**src/rtl/multi_dataflow_source_addrgen_if.sv**
```systemverilog
// Address-generator bus: start/done control, address configuration and the
// valid/ready address handshake. Optional stall_cnt_o under MULTI_DATAFLOW_SRC_STALL_CNT_EN.
interface multi_dataflow_source_addrgen_if #(
  parameter int ADDR_WIDTH = 32,
  parameter int CNT_WIDTH  = 16
);
  logic                  req_start_i;
  logic                  ready_start_o;
  logic                  done_o;
  logic [ADDR_WIDTH-1:0] base_addr_i;
  logic [ADDR_WIDTH-1:0] line_stride_i;
  logic [ADDR_WIDTH-1:0] feat_stride_i;
  logic [ADDR_WIDTH-1:0] step_i;
  logic [CNT_WIDTH-1:0]  trans_size_i;
  logic [CNT_WIDTH-1:0]  line_length_i;
  logic [CNT_WIDTH-1:0]  feat_length_i;
  logic [ADDR_WIDTH-1:0] addr_o;
  logic                  addr_valid_o;
  logic                  addr_ready_i;
`ifdef MULTI_DATAFLOW_SRC_STALL_CNT_EN
  logic [CNT_WIDTH-1:0]  stall_cnt_o;

  modport slave (
    input  req_start_i, base_addr_i, line_stride_i, feat_stride_i, step_i,
           trans_size_i, line_length_i, feat_length_i, addr_ready_i,
    output ready_start_o, done_o, addr_o, addr_valid_o, stall_cnt_o
  );
  modport master (
    output req_start_i, base_addr_i, line_stride_i, feat_stride_i, step_i,
           trans_size_i, line_length_i, feat_length_i, addr_ready_i,
    input  ready_start_o, done_o, addr_o, addr_valid_o, stall_cnt_o
  );
`else
  modport slave (
    input  req_start_i, base_addr_i, line_stride_i, feat_stride_i, step_i,
           trans_size_i, line_length_i, feat_length_i, addr_ready_i,
    output ready_start_o, done_o, addr_o, addr_valid_o
  );
  modport master (
    output req_start_i, base_addr_i, line_stride_i, feat_stride_i, step_i,
           trans_size_i, line_length_i, feat_length_i, addr_ready_i,
    input  ready_start_o, done_o, addr_o, addr_valid_o
  );
`endif
endinterface

```
**src/rtl/multi_dataflow_source_addrgen.sv**
```systemverilog
// Three-level (word/line/feature) strided TCDM address generator for a dataflow source.
// Define MULTI_DATAFLOW_SRC_STALL_CNT_EN to add the saturating stall_cnt_o counter.
module multi_dataflow_source_addrgen #(
  parameter int ADDR_WIDTH = 32,
  parameter int CNT_WIDTH  = 16
) (
  input logic clk_i,
  input logic rst_ni,
  input logic test_mode_i,
  input logic clear_i,
  multi_dataflow_source_addrgen_if.slave bus
);
  localparam logic [CNT_WIDTH-1:0] CNT_ONE = CNT_WIDTH'(1);

  typedef enum logic {IDLE, RUN} state_e;

  typedef struct packed {
    logic [ADDR_WIDTH-1:0] base;
    logic [ADDR_WIDTH-1:0] line_stride;
    logic [ADDR_WIDTH-1:0] feat_stride;
    logic [ADDR_WIDTH-1:0] step;
    logic [CNT_WIDTH-1:0]  trans_size;
    logic [CNT_WIDTH-1:0]  line_len;
    logic [CNT_WIDTH-1:0]  feat_len;
  } cfg_t;

  state_e                state_q;
  cfg_t                  cfg_q;
  logic [CNT_WIDTH-1:0]  word_idx_q, line_idx_q, trans_cnt_q;
  logic [ADDR_WIDTH-1:0] word_offs_q, line_offs_q, feat_offs_q;
  logic                  done_q;
  logic                  hs, line_end, feat_end, last;
  logic                  unused_test_mode;

  assign unused_test_mode = test_mode_i;

  // Lengths are stored with 0 promoted to 1, so the end compares below never underflow.
  assign hs       = (state_q == RUN) && bus.addr_ready_i;
  assign line_end = (word_idx_q == cfg_q.line_len - CNT_ONE);
  assign feat_end = line_end && (line_idx_q == cfg_q.feat_len - CNT_ONE);
  assign last     = (trans_cnt_q == cfg_q.trans_size - CNT_ONE);

  assign bus.ready_start_o = (state_q == IDLE);
  assign bus.addr_valid_o  = (state_q == RUN);
  assign bus.done_o        = done_q;
  assign bus.addr_o        = cfg_q.base + feat_offs_q + line_offs_q + word_offs_q;

  always_ff @(posedge clk_i or negedge rst_ni) begin
    if (!rst_ni) begin
      state_q     <= IDLE;
      cfg_q       <= '0;
      word_idx_q  <= '0;
      line_idx_q  <= '0;
      trans_cnt_q <= '0;
      word_offs_q <= '0;
      line_offs_q <= '0;
      feat_offs_q <= '0;
      done_q      <= 1'b0;
    end else if (clear_i) begin
      state_q     <= IDLE;
      cfg_q       <= '0;
      word_idx_q  <= '0;
      line_idx_q  <= '0;
      trans_cnt_q <= '0;
      word_offs_q <= '0;
      line_offs_q <= '0;
      feat_offs_q <= '0;
      done_q      <= 1'b0;
    end else begin
      done_q <= 1'b0;
      case (state_q)
        IDLE: begin
          if (bus.req_start_i) begin
            cfg_q.base        <= bus.base_addr_i;
            cfg_q.line_stride <= bus.line_stride_i;
            cfg_q.feat_stride <= bus.feat_stride_i;
            cfg_q.step        <= bus.step_i;
            cfg_q.trans_size  <= bus.trans_size_i;
            cfg_q.line_len    <= (bus.line_length_i == '0) ? CNT_ONE : bus.line_length_i;
            cfg_q.feat_len    <= (bus.feat_length_i == '0) ? CNT_ONE : bus.feat_length_i;
            word_idx_q  <= '0;
            line_idx_q  <= '0;
            trans_cnt_q <= '0;
            word_offs_q <= '0;
            line_offs_q <= '0;
            feat_offs_q <= '0;
            // An empty transfer completes immediately without issuing anything.
            if (bus.trans_size_i == '0) done_q  <= 1'b1;
            else                        state_q <= RUN;
          end
        end
        RUN: begin
          if (hs) begin
            trans_cnt_q <= trans_cnt_q + CNT_ONE;
            if (line_end) begin
              word_idx_q  <= '0;
              word_offs_q <= '0;
              if (feat_end) begin
                line_idx_q  <= '0;
                line_offs_q <= '0;
                feat_offs_q <= feat_offs_q + cfg_q.feat_stride;
              end else begin
                line_idx_q  <= line_idx_q + CNT_ONE;
                line_offs_q <= line_offs_q + cfg_q.line_stride;
              end
            end else begin
              word_idx_q  <= word_idx_q + CNT_ONE;
              word_offs_q <= word_offs_q + cfg_q.step;
            end
            if (last) begin
              state_q <= IDLE;
              done_q  <= 1'b1;
            end
          end
        end
        default: state_q <= IDLE;
      endcase
    end
  end

`ifdef MULTI_DATAFLOW_SRC_STALL_CNT_EN
  logic [CNT_WIDTH-1:0] stall_cnt_q;

  assign bus.stall_cnt_o = stall_cnt_q;

  always_ff @(posedge clk_i or negedge rst_ni) begin
    if (!rst_ni) begin
      stall_cnt_q <= '0;
    end else if (clear_i) begin
      stall_cnt_q <= '0;
    end else if ((state_q == IDLE) && bus.req_start_i) begin
      stall_cnt_q <= '0;
    end else if ((state_q == RUN) && !bus.addr_ready_i && (stall_cnt_q != '1)) begin
      stall_cnt_q <= stall_cnt_q + CNT_ONE;
    end
  end
`endif
endmodule

```
**src/flat_wrapper.sv**
```systemverilog
// flat-port wrapper written by rule: the top's interface ports become plain ports
module multi_dataflow_source_addrgen_flat 
#(
  parameter int ADDR_WIDTH = 32,
  parameter int CNT_WIDTH  = 16
)
  (clk_i, rst_ni, test_mode_i, clear_i, bus_req_start_i, bus_base_addr_i, bus_line_stride_i, bus_feat_stride_i, bus_step_i, bus_trans_size_i, bus_line_length_i, bus_feat_length_i, bus_addr_ready_i, bus_ready_start_o, bus_done_o, bus_addr_o, bus_addr_valid_o);
  multi_dataflow_source_addrgen_if #(.ADDR_WIDTH(ADDR_WIDTH), .CNT_WIDTH(CNT_WIDTH)) bus_i ();
  input logic clk_i;
  input logic rst_ni;
  input logic test_mode_i;
  input logic clear_i;
  input wire logic [$bits(bus_i.req_start_i)-1:0] bus_req_start_i;
  input wire logic [$bits(bus_i.base_addr_i)-1:0] bus_base_addr_i;
  input wire logic [$bits(bus_i.line_stride_i)-1:0] bus_line_stride_i;
  input wire logic [$bits(bus_i.feat_stride_i)-1:0] bus_feat_stride_i;
  input wire logic [$bits(bus_i.step_i)-1:0] bus_step_i;
  input wire logic [$bits(bus_i.trans_size_i)-1:0] bus_trans_size_i;
  input wire logic [$bits(bus_i.line_length_i)-1:0] bus_line_length_i;
  input wire logic [$bits(bus_i.feat_length_i)-1:0] bus_feat_length_i;
  input wire logic [$bits(bus_i.addr_ready_i)-1:0] bus_addr_ready_i;
  output wire logic [$bits(bus_i.ready_start_o)-1:0] bus_ready_start_o;
  output wire logic [$bits(bus_i.done_o)-1:0] bus_done_o;
  output wire logic [$bits(bus_i.addr_o)-1:0] bus_addr_o;
  output wire logic [$bits(bus_i.addr_valid_o)-1:0] bus_addr_valid_o;
  assign bus_i.req_start_i = bus_req_start_i;
  assign bus_i.base_addr_i = bus_base_addr_i;
  assign bus_i.line_stride_i = bus_line_stride_i;
  assign bus_i.feat_stride_i = bus_feat_stride_i;
  assign bus_i.step_i = bus_step_i;
  assign bus_i.trans_size_i = bus_trans_size_i;
  assign bus_i.line_length_i = bus_line_length_i;
  assign bus_i.feat_length_i = bus_feat_length_i;
  assign bus_i.addr_ready_i = bus_addr_ready_i;
  assign bus_ready_start_o = bus_i.ready_start_o;
  assign bus_done_o = bus_i.done_o;
  assign bus_addr_o = bus_i.addr_o;
  assign bus_addr_valid_o = bus_i.addr_valid_o;
  multi_dataflow_source_addrgen #(.ADDR_WIDTH(ADDR_WIDTH), .CNT_WIDTH(CNT_WIDTH)) u_core (.clk_i(clk_i), .rst_ni(rst_ni), .test_mode_i(test_mode_i), .clear_i(clear_i), .bus(bus_i));
endmodule
```
**config.mk**
```make
export PLATFORM = sky130hd
export DESIGN_NAME = multi_dataflow_source_addrgen_flat
export DESIGN_NICKNAME = d
export VERILOG_FILES = /design/src/rtl/multi_dataflow_source_addrgen_if.sv /design/src/rtl/multi_dataflow_source_addrgen.sv /design/src/flat_wrapper.sv
export SDC_FILE = /design/constraint.sdc
export NUM_CORES = 1
export LEC_CHECK = 0
export BUFFER_PORTS_ARGS = -buffer_cell sky130_fd_sc_hd__buf_2
export CORE_ASPECT_RATIO = 0.8
export CORE_UTILIZATION = 50
export DETAILED_ROUTE_END_ITERATION = 8
export PLACE_DENSITY = 0.69
export RECOVER_POWER = 50
export SLEW_MARGIN = 20
export SYNTH_ARGS = -nofsm -noshare
export SYNTH_HDL_FRONTEND = slang
export SYNTH_SLANG_ARGS = --single-unit
```
**constraint.sdc**
```tcl
create_clock -name clk_i -period 7 [get_ports clk_i]
set_clock_uncertainty 0.1 [all_clocks]
set_input_delay 2.1 -clock clk_i [delete_from_list [all_inputs] [get_ports clk_i]]
set_output_delay 2.1 -clock clk_i [all_outputs]
set_load 0.005 [all_outputs]
```
# [Yosys cells after proc, flatten, opt, wreduce, memory -nomap -nowiden]
# Index checks and enable logic that the tools add are counted.
[totals] ff_bits=322 in_bits=182 output_inout_bits=35 elab_cells=91
[op_classes] n_addsub=12 n_eq_ne=8 mux=45 bitwise_logic=1 reduce_logical=10
[ops] op="176-bit 2-to-1 mux" count=3
[ops] op="32-bit 2-to-1 mux" count=12
[ops] op="32-bit adder" count=6
[ops] op="16-bit 2-to-1 mux" count=12
[ops] op="32-bit case mux with 2 select lines" count=3
[ops] op="16-bit case mux with 2 select lines" count=3
[ops] op="16-bit by 1-bit adder with 16-bit output (second input constant)" count=3
[ops] op="16-bit == test" count=3
[ops] op="16-bit zero test" count=3
[ops] op="16-bit by 1-bit subtractor with 16-bit output (second input constant)" count=3
[ops] op="3-bit != test (second input constant)" count=4
[ops] op="1-bit 2-to-1 mux" count=10
[ops] op="1-bit case mux with 2 select lines" count=2
[ops] op="2-bit AND reduction" count=2
[ops] op="4-bit AND reduction" count=1
[ops] op="3-bit AND reduction" count=1
[ops] op="1-bit logical AND" count=2
[ops] op="2-bit != test (second input constant)" count=1
[ops] op="2-bit nonzero test" count=1
[ops] op="1-bit NOT" count=1

# [Logic depth before layout (Yosys ltp)]
# Gate-level depths: netlist of run 1.
[logic_depth] ltp_word=8 ltp_mapped=15 depth_no_buf=15

# [Worst setup path after synthesis of run 1]
# OpenSTA, ideal clock, no wires.
[synth_path] path_kind="reg-to-output" startpoint="register u_core.feat_offs_q[1]" endpoint="output port bus_addr_o[23]" arrival_ns=3.600 t_required_ns=4.800 slack_ns=1.200 stages_incl_launch_ff=15 n_path_buf=0 path_cell_list="dfrtp_1 -> inv_1 -> fa_1 -> inv_1 -> fa_1 -> ha_1 -> fa_1 -> a21o_1 -> a21oi_1 -> o21a_1 -> or3_1 -> a31oi_1 -> a2111o_1 -> a21oi_1 -> xnor2_1"
[synth_between] elab_chain_cells=3
[synth_lines] item="start, declared" line_no="multi_dataflow_source_addrgen.sv:30" source="logic [ADDR_WIDTH-1:0] word_offs_q, line_offs_q, feat_offs_q;"
[synth_lines] item="start signal, assigned" line_no="multi_dataflow_source_addrgen.sv:101" source="feat_offs_q <= feat_offs_q + cfg_q.feat_stride;"
[synth_lines] item="32-bit adder (3 in a row)" line_no="multi_dataflow_source_addrgen.sv:46" source="assign bus.addr_o = cfg_q.base + feat_offs_q + line_offs_q + word_offs_q;"
[synth_lines] item="end, declared" line_no="flat_wrapper.sv:24" source="output wire logic [$bits(bus_i.addr_o)-1:0] bus_addr_o;"
# Every way passes these cells.

# [Worst setup path in the final report of run 1]
[layout_path] startpoint="register u_core.feat_offs_q[1]" endpoint="output port bus_addr_o[31]"
# Same word-level chain as after synthesis.

==> results.toml, run 1 <==
[critical_path]
crit_type = "reg -> out"
worstPathArrival_ps = 4650
crit_top_cell = "fa_1"
path_cells = "inv_1 -> fa_1 -> inv_1 -> fa_1 -> ha_1 -> fa_1 -> a21o_1 -> a21oi_4 -> o21a_1 -> or3_4 -> nand3_2 -> a41oi_4 -> o21ai_0 -> a21oi_1 -> xnor2_1 -> buf_2"
worstSetupStartpointType = "flop"
cp_slowest_cell = "fa_1"
critical-path-top-delay-family = "adder cells"
r2r_setup_slack_ps = 2090
rr_startpoint = "u_core.cfg_q[19]$_DFFE_PN0P_"
crit_buf_inv = 3
timing.rr.end = "u_core.feat_offs_q[11]$_DFFE_PN0P_"
critPathRequiredTime_ps = 4800
reg2regPathDepth = 9
worstSetupEndpointType = "primary output"
cp.depth = 16
slowest_delay_ps = 540
worstPathMaxFanout = 3

[run_status]
violations = "capacitance limit, slew limit"
status = "finished, violations left"

[route]
drc = 0
vias = 17900
via_per_inst = 5.95
drt_wl_total_um = 59100
drt-initial-drc-count = 1487
drt_first_pass_iters = 6
antenna_left = 0
post_drt_wl_per_cell_um = 19.7

[sta]
fmax_mhz = 146
setup_viol = 0
hold_viol = 0
rsz0062_at_grt = "yes"
worst_slew_pin_slew_ps = 3290
period_needed_ps = 6850
fin_crit_sh_pct = 97.8
layout_setup_ws_ps = 154
slew_viol_final = 343
max-slew-margin-rel_pct = -120

[clocking]
clkSlewWorstSetupHoldPaths_ps = 60
ctsRootBufferMaster = "clkbuf_16"
hold_buffers = 0
cts_buffers = 38
cts.sinks = 322
cts_tree = "built"
clock_path_buffers = 3
worstSkewPairLatency_ps = 550
htreeDepth = 2

[placed_design]
io_buffers = 215
dpl.hpwl_um = 43800
placed_cell_area_um2 = 23000
place_congestion = 0.952
preCtsSetupSlack_ps = 280

[yosys]
synth.distinct_cells = 79
synth.area.top_cells = "dfrtp_1, ha_1, a22o_1"
yosysTopAreaCellShare_pct = 37.8
synth-main-ff-cell = "dfrtp_1"
synth_nets = 2613
synth-edff-count = 0
synth_seq_cells = 322
yosysWarningCount = 0
synth_top_cell_by_area = "dfrtp_1"
syn-cell-area_um2 = 21300
postSynthCellCount = 2236
avgSynthCellArea_um2 = 9.54
ys_seq_area_share_pct = 37.8
async_reset_ff_share_pct = 100

[global_route]
gr-total-overflow = 0
grt_pass1_vias = 17300
grtUsageTotal_pct = 27.2
grt_max_degree = 115
grt_first_pass_wirelength_um = 94000
antenna_found_initial = 2

[cells_and_area]
area_growth_pct = 13.7
nNetsFinal = 2808
fin_area_um2 = 24200
fin_util_pct = 57.7
layout-drive-gt1-share_pct = 13.1

[floorplanning]
die_area_um2 = 43500
boundaryPins = 217
coreArea_um2 = 42000
row_count = 67
die_x_um = 233
die_h_um = 187
start_util_pct = 50.8

[power]
peakVddDrop_uv = 155
p_clk_share_pct = 42.8
p_comb_share_pct = 14.8
p_per_area_nw_per_um2 = 195
power_mw = 4.73
power_frac_seq_pct = 42.4
power.internal_mw = 3.43
p_sw_mw = 1.31
switching_share_pct = 27.6
cellLeakagePower_nw = 11.7

[run]
drv_cap = 4

[worst_hold_path]
min_path_cells = 1
worstHoldEndpoint = "u_core.feat_offs_q[31]$_DFFE_PN0P_"
hold_start = "u_core.feat_offs_q[31]$_DFFE_PN0P_"
holdCritPathClass = "reg -> reg"
routing by layer:
| layer | GRT usage, % | up-vias | share of wire (%) |
|---|---|---|---|
| met5 | 0 | - | 0 |
| met4 | 6.51 | 0 | 2.1 |
| met3 | 3.45 | 80 | 5.6 |
| met2 | 42.7 | 562 | 46 |
| met1 | 39.9 | 8810 | 47 |
| li1 | - | 8440 | - |
cell type report:
type | instances | area, um2
Sequential cell | 322 | 8060
Antenna cell | 1 | 2.50
Fill cell | 3634 | 17800
Clock buffer | 52 | 1070
Timing Repair Buffer | 234 | 1220
Multi-Input combinational cell | 1633 | 12300
Inverter | 202 | 758
Tap cell | 552 | 691
Clock inverter | 12 | 169
Yosys cell counts (all sizes together) (58+ instances only):
cell   count
dfrtp    322
inv      201
a22o     153
nand2    146
ha       130
o21ai    130
a21oi    129
nor2     127
xnor2    111
xor2      95
fa        65
o22ai     64
a21o      58
cell usage in the layout, fill, tap and decap left out, drive strengths merged, types with 5 or more instances in the layout:
master | netlist | final
or4 | 13 | 13
o21a | 10 | 10
clkbuf | 53 | 59
a21o | 58 | 58
nand3 | 52 | 52
o211ai | 14 | 14
fa | 65 | 65
nand2b | 12 | 12
a22o | 153 | 153
xnor2 | 111 | 111
nor3 | 36 | 36
o22ai | 64 | 64
a21oi | 129 | 129
nand3b | 6 | 6
xor2 | 95 | 95
buf | 26 | 227
dfrtp | 322 | 322
o41ai | 5 | 5
o32ai | 6 | 6
nor3b | 6 | 6
inv | 201 | 202
or2 | 6 | 6
clkinv | 1 | 6
nor2b | 17 | 17
nor4 | 21 | 21
and2 | 9 | 9
a21boi | 6 | 6
o31ai | 17 | 17
nor2 | 127 | 127
nor4b | 5 | 5
o21bai | 17 | 17
a311oi | 5 | 5
ha | 130 | 130
a31oi | 16 | 16
and3 | 32 | 32
or3 | 21 | 21
a211oi | 18 | 18
nand4 | 22 | 22
nand2 | 146 | 146
o21ai | 130 | 130
how the worst max path moves through the flow:
stage                                            from        endpoint  slack [ps]
floorplan           u_core.feat_offs_q[1]$_DFFE_PN0P_  bus_addr_o[23]        1200
global placement    u_core.feat_offs_q[1]$_DFFE_PN0P_  bus_addr_o[31]         320
detailed placement  u_core.feat_offs_q[1]$_DFFE_PN0P_  bus_addr_o[31]         280
CTS                 u_core.feat_offs_q[1]$_DFFE_PN0P_  bus_addr_o[31]          60
global route        u_core.feat_offs_q[1]$_DFFE_PN0P_  bus_addr_o[31]         -30
finish              u_core.feat_offs_q[1]$_DFFE_PN0P_  bus_addr_o[31]         150
per-stage QoR:
stage          hold slack (ps)  std cells  setup TNS (ps)
3_3_place_gp               393       2941               0
5_1_grt                    423       3008           -32.5
6_report                   408       3008               0
4_1_cts                    412       3005               0
2_1_floorplan              371       2236               0
3_5_place_dp               398       2941               0
state kept, by name (all words and copies together) (netlist names):
signal	cells
u_core.cfg_q	176
u_core.feat_offs_q	32
u_core.line_offs_q	32
u_core.word_offs_q	32
u_core.line_idx_q	16
u_core.trans_cnt_q	16
u_core.word_idx_q	16
u_core.bus.addr_valid_o	1
u_core.bus.done_o	1
logic make-up (layout without fill, tap and decap cells):
group | Yosys count | count (layout) | synth area share [%]
flip-flops | 322 | 322 | 37.8
other | 0 | 1 | 0
multiplexers | 5 | 5 | 0.240
buffers and inverters | 281 | 500 | 5.18
AND/OR/NAND/NOR | 538 | 538 | 12.5
AO/OA/AOI/OAI | 689 | 689 | 22.1
XOR/XNOR | 206 | 206 | 8.46
adder cells (fa/ha/maj) | 195 | 195 | 13.7
worst register-to-register path, cell delays in order, from the launching register on:
cell	delay [ps]
dfrtp_1	460
or4_4	630
o31a_1	330
or4_1	480
a32o_1	290
or3_1	450
or4_4	640
a21oi_4	860
buf_4	390
o22ai_1	130
power by group through the flow:
stage          combinational, mW  clock (mW)  sequential [mW]
2_1_floorplan              0.452           0             2.01
3_5_place_dp               0.692           0             2.04
3_3_place_gp               0.673           0             2.04
5_1_grt                    0.774        2.14             2.01
4_1_cts                    0.700        2.06             2.01
6_report                   0.701        2.03             2.01
timing repair:
item	4_1_cts	5_1_grt
pin swaps	1	3
buffers inserted	0	2
endpoints found under the setup margin	4	4
gates resized for setup	4	7
No activity file was read; power rests on OpenSTA's default activity.
==> run 2: changes to the inputs <==
ABC_AREA = 1   (was not set)
HOLD_SLACK_MARGIN = 0.15   (was not set)
SKIP_CTS_REPAIR_TIMING = 1   (was not set)
==> run 2 against run 1 <==
The flow still finishes with violations (capacitance limit, slew limit). Clock power hardly changed. Final cell count rose by 31%. Area after synthesis rose by 9.6%. Sequential share of layout area is 2.6 points lower. Utilization is 0.40 points lower. Non-clock buffer count down 1.
==> results.toml, run 2 <==
[run_status]
status = "finished, violations left"
violations = "capacitance limit, slew limit"

[floorplanning]
die_area_um2 = 47700
coreArea_um2 = 45900
boundaryPins = 217
die_x_um = 244
die_h_um = 195
start_util_pct = 51.0
row_count = 70

[placed_design]
place_congestion = 0.992
io_buffers = 215
dpl.hpwl_um = 61900
preCtsSetupSlack_ps = 737

[critical_path]
cp_slowest_cell = "fa_1"
worstSetupStartpointType = "flop"
crit_type = "reg -> out"
path_cells = "inv_1 -> fa_1 -> inv_1 -> fa_1 -> ha_1 -> fa_1 -> nand3_1 -> nand2_1 -> nand3_1 -> nand2_1 -> a21boi_0 -> o21ai_1 -> nand4_1 -> nand2_1 -> xnor2_1 -> buf_2"
slowest_delay_ps = 540
rr_startpoint = "u_core.bus.addr_valid_o$_DFF_PN0_"
cp.depth = 16
reg2regPathDepth = 9
worstSetupEndpointType = "primary output"
timing.rr.end = "u_core.line_idx_q[13]$_DFFE_PN0P_"
critical-path-top-delay-family = "adder cells"
crit_start = "u_core.feat_offs_q[1]$_DFFE_PN0P_"
worstPathArrival_ps = 4500
crit_buf_inv = 3
r2r_setup_slack_ps = 3060
worstPathMaxFanout = 4
crit_path_end = "bus_addr_o[31]"
critPathRequiredTime_ps = 4800

[worst_hold_path]
holdCritPathClass = "reg -> reg"

[cells_and_area]
largest_reg_flops = 176
num-fill-cells = 4388
regMostFlops = "u_core.cfg_q"
layout_common_cells = "nand2_1, inv_1, dfrtp_1, nor2_1, buf_2"
multiInputGateArea_um2 = 13400
area_growth_pct = 12.5
final_common_cell = "nand2_1"
seq_area_um2 = 8060
nNetsFinal = 3673
layout-drive-gt1-share_pct = 9.63

[yosys]
yosysMostFrequentCell = "nand2_1"
synth-edff-count = 0
avgSynthCellArea_um2 = 7.56
synth.distinct_cells = 48
synth-main-ff-cell = "dfrtp_1"
synth_nets = 3472
ys_seq_area_share_pct = 34.4
postSynthCellCount = 3095
syn-cell-area_um2 = 23400
yosysTopAreaCellShare_pct = 34.4
yosysWarningCount = 0
synth_top_cell_by_area = "dfrtp_1"
synthTopCellsByCount = "nand2_1, inv_1, dfrtp_1, nor2_1, a21oi_1"
synth.area.top_cells = "dfrtp_1, nand2_1, ha_1"
synth_seq_cells = 322
async_reset_ff_share_pct = 100

[power]
p_per_area_nw_per_um2 = 187
peakVddDrop_uv = 183
cellLeakagePower_nw = 13.2
power_mw = 4.91

[sta]
max-slew-margin-rel_pct = -67.0
hold_viol = 0
fin_crit_sh_pct = 95.8
rsz0062_at_grt = "no"
worst_slew_pin_slew_ps = 2500
fin_setup_tns_ps = 0
fmax_mhz = 149
slew_viol_final = 277
hold_slack_ps = 407
setup_viol = 0
layout_setup_ws_ps = 297
period_needed_ps = 6700

[route]
vias = 22000
drt-initial-drc-count = 1729
drt_first_pass_iters = 5
drc = 0
via_per_inst = 5.59
antenna_left = 0
drt_wl_total_um = 77700
post_drt_wl_per_cell_um = 19.7

[clocking]
clkSlewWorstSetupHoldPaths_ps = 60
htreeDepth = 2
cts_tree = "built"
clock_path_buffers = 3
cts.sinks = 322
cts_buffers = 38
worstSkewPairLatency_ps = 580
ctsRootBufferMaster = "clkbuf_16"

[global_route]
antenna_found_initial = 2
grt_max_degree = 138
grt_first_pass_wirelength_um = 119000
grtUsageTotal_pct = 32.6
grt_pass1_vias = 20900
gr-total-overflow = 0

[run]
drv_cap = 3
-- run 2: changes by cell type in the layout (fill, tap and decap cells not counted), sizes merged, moves of 17 or more --
cell,change
nand2,+597
inv,+227
nor2,+166
nand3,+108
o21ai,+65
a21oi,+55
a22o,-47
a21o,-40
xnor2,-36
and3,-31
or3,-21
xor2,-18
o22ai,-17
-- run 2: power by group --
group	internal [mW]	leakage (nW)	switching [mW]
Combinational	0.301	8.22	0.562
Clock	1.17	0.610	0.860
Sequential	1.94	4.40	0.0823
-- run 2: through the flow --
step	utilization, %	cell area [um2]	instances
floorplan	-	23400	3095
global placement	54.7	25100	3868
detailed placement	54.7	25100	3868
CTS	57.4	26300	3936
global route	57.3	26300	3936
finish	57.3	26300	3937
-- run 2: logic make-up after synthesis --
logic type | Yosys count | share of synthesized area [%]
flops | 322 | 34.4
simple gates | 1321 | 23.5
fa+ha+maj | 195 | 12.5
buf+inv | 501 | 8.16
xor+xnor | 152 | 5.69
compound gates | 604 | 15.6
-- run 2: area by class of cell --
cell class              count  share of cell area (%)
clock buffers              46                    3.92
diodes                      1                 0.00951
flip-flops and latches    322                    30.6
inverters                 429                    6.13
clock inverters            22                   0.785
multi-input cells        2272                    51.1
well taps                 612                    2.91
repair buffers            233                    4.57
-- run 2: worst min path at each step --
stage | slack [ps] | endpoint | depth (start not counted) | from
2_1_floorplan | 360 | u_core.cfg_q[15]$_DFFE_PN0P_ | 2 | u_core.cfg_q[15]$_DFFE_PN0P_
3_3_place_gp | 400 | u_core.cfg_q[138]$_DFFE_PN0P_ | 1 | u_core.cfg_q[138]$_DFFE_PN0P_
3_5_place_dp | 400 | u_core.cfg_q[128]$_DFFE_PN0P_ | 1 | u_core.cfg_q[128]$_DFFE_PN0P_
4_1_cts | 410 | u_core.cfg_q[128]$_DFFE_PN0P_ | 1 | u_core.cfg_q[128]$_DFFE_PN0P_
5_1_grt | 420 | u_core.cfg_q[80]$_DFFE_PN0P_ | 1 | u_core.cfg_q[80]$_DFFE_PN0P_
6_report | 410 | u_core.cfg_q[128]$_DFFE_PN0P_ | 1 | u_core.cfg_q[128]$_DFFE_PN0P_
-- run 2: metal layers --
layer | share of wire [%] | up-vias | global-route usage, %
met2 | 41 | 777 | 45.9
met5 | 0.015 | - | 0
li1 | - | 10600 | -
met4 | 2.5 | 2 | 9.19
met3 | 9.2 | 90 | 8.34
met1 | 47 | 10500 | 49.0
==> run 3: changes to the inputs <==
clock period = 8.66 ns   (was 7 ns; I/O delays follow)
==> run 3 against run 2 <==
The flow still finishes with violations (capacitance limit, slew limit). Sequential power is 19% lower. Critical endpoint is now u_core.cfg_q[68]$_DFFE_PN0P_. Global-route usage hardly changed. Die area stayed put.
==> results.toml, run 3 (synthesis gave the netlist of run 2 again) <==
[cells_and_area]
area_growth_pct = 12.8
layout_common_cells = "nand2_1, inv_1, dfrtp_1, nor2_1, buf_2"
num-fill-cells = 4299
regMostFlops = "u_core.cfg_q"
fin_util_pct = 57.5
nNetsFinal = 3669
final_common_cell = "nand2_1"
largest_reg_flops = 176
layout-drive-gt1-share_pct = 9.39

[route]
drt_first_pass_iters = 5
drt_wl_total_um = 78000
wl_met2_um = 31900
met3_length_um = 7240
drc = 0
wl_met1_um = 37200
via_per_inst = 5.60
routed.top_layer = "met4"
post_drt_wl_per_cell_um = 19.8
antenna_left = 0
drt-initial-drc-count = 1858
vias = 22000

[global_route]
grt_max_degree = 125
gr-total-overflow = 0
antenna_found_initial = 2
grt_pass1_vias = 20900
grt_first_pass_wirelength_um = 119000
grtUsageTotal_pct = 32.7

[power]
power_mw = 4.05
switching_share_pct = 29.8
p_sw_mw = 1.21
power_frac_seq_pct = 40.2
peakVddDrop_uv = 162
p_comb_share_pct = 17.2
p_per_area_nw_per_um2 = 154
cellLeakagePower_nw = 13.3
power.internal_mw = 2.84
p_clk_share_pct = 42.5

[critical_path]
crit_type = "in -> reg"
worstSetupStartpointType = "input pin"
worstPathMaxFanout = 67
critPathRequiredTime_ps = 9000
worstSetupEndpointType = "flop"
worstPathArrival_ps = 8110

[clocking]
htreeDepth = 2
clkSlewWorstSetupHoldPaths_ps = 60
cts_buffers = 38
ctsRootBufferMaster = "clkbuf_16"
worstSkewPairLatency_ps = 560
clock_path_buffers = 3
cts_tree = "built"
cts.sinks = 322

[run_status]
violations = "capacitance limit, slew limit"
status = "finished, violations left"

[floorplanning]
boundaryPins = 217
die_h_um = 195
die_x_um = 244
die_area_um2 = 47700
start_util_pct = 51.0
coreArea_um2 = 45900
row_count = 70

[sta]
max-slew-margin-rel_pct = -218
fin_crit_sh_pct = 89.7
fmax_mhz = 129
fin_setup_tns_ps = 0
rsz0062_at_grt = "no"
hold_viol = 0
hold_slack_ps = 410
worst_slew_pin_slew_ps = 4780
slew_viol_final = 163
period_needed_ps = 7770
layout_setup_ws_ps = 889
setup_viol = 0

[placed_design]
place_congestion = 0.961
dpl.hpwl_um = 61700
io_buffers = 215
preCtsSetupSlack_ps = 1790

[run]
drv_cap = 2

[worst_hold_path]
holdCritPathClass = "reg -> reg"
-- run 3: changes by cell type in the layout (fill, tap and decap cells not counted), sizes merged --
| cell | before | now |
|---|---|---|
| clkbuf | 52 | 56 |
| clkinv | 15 | 9 |
| buf | 227 | 226 |
| clkdlybuf4s25 | 0 | 1 |
| inv | 429 | 427 |
| bufinv | 3 | 4 |
-- run 3: worst paths after layout --
kind	from	endpoint	slack, ps	cells past startpoint
min in group asynchronous	rst_ni	u_core.cfg_q[166]$_DFFE_PN0P_	3850	1
min	u_core.cfg_q[106]$_DFFE_PN0P_	u_core.cfg_q[106]$_DFFE_PN0P_	410	1
max in group asynchronous	rst_ni	u_core.line_offs_q[26]$_DFFE_PN0P_	1830	1
min reg2reg	u_core.cfg_q[106]$_DFFE_PN0P_	u_core.cfg_q[106]$_DFFE_PN0P_	410	1
max	clear_i	u_core.cfg_q[68]$_DFFE_PN0P_	890	7
max reg2reg	u_core.bus.addr_valid_o$_DFF_PN0_	u_core.cfg_q[68]$_DFFE_PN0P_	2950	7
-- run 3: power by group through the flow --
stage               registers [mW]  clock network [mW]  logic (mW)
floorplan                     1.62                   0       0.450
global placement              1.65                   0       0.676
detailed placement            1.66                   0       0.691
CTS                           1.63                1.75       0.694
global route                  1.64                1.80       0.781
finish                        1.63                1.72       0.699
-- run 3: routing by layer --
layer / vias to the layer above / GRT usage, %
met5: - / 0
met4: 0 / 7.45
met1: 10600 / 49.2
li1: 10600 / -
met3: 82 / 8.42
met2: 778 / 46.5
-- run 3: area by class of cell --
| type | count | area, um2 | area share [%] |
|---|---|---|---|
| clock inverter | 15 | 193 | 0.730 |
| inverter | 429 | 1610 | 6.11 |
| clock buffer | 54 | 1130 | 4.30 |
| timing repair buffer | 229 | 1200 | 4.54 |
| sequential | 322 | 8060 | 30.5 |
| antenna | 1 | 2.50 | 0.00948 |
| tap | 612 | 766 | 2.90 |
| multi-input combinational | 2272 | 13400 | 50.9 |
-- run 3: critical path: stages --
cell	delay (ps)
clkbuf_1	480
inv_1	350
nand2_1	180
clkbuf_1	2430
inv_4	1060
buf_4	650
a22o_1	290
-- run 3: stage by stage --
step / cells / instance area (um2)
finish: 3934 / 26400
global route: 3934 / 26400
CTS: 3933 / 26400
detailed placement: 3864 / 25100
global placement: 3864 / 25100
floorplan: 3095 / 23400
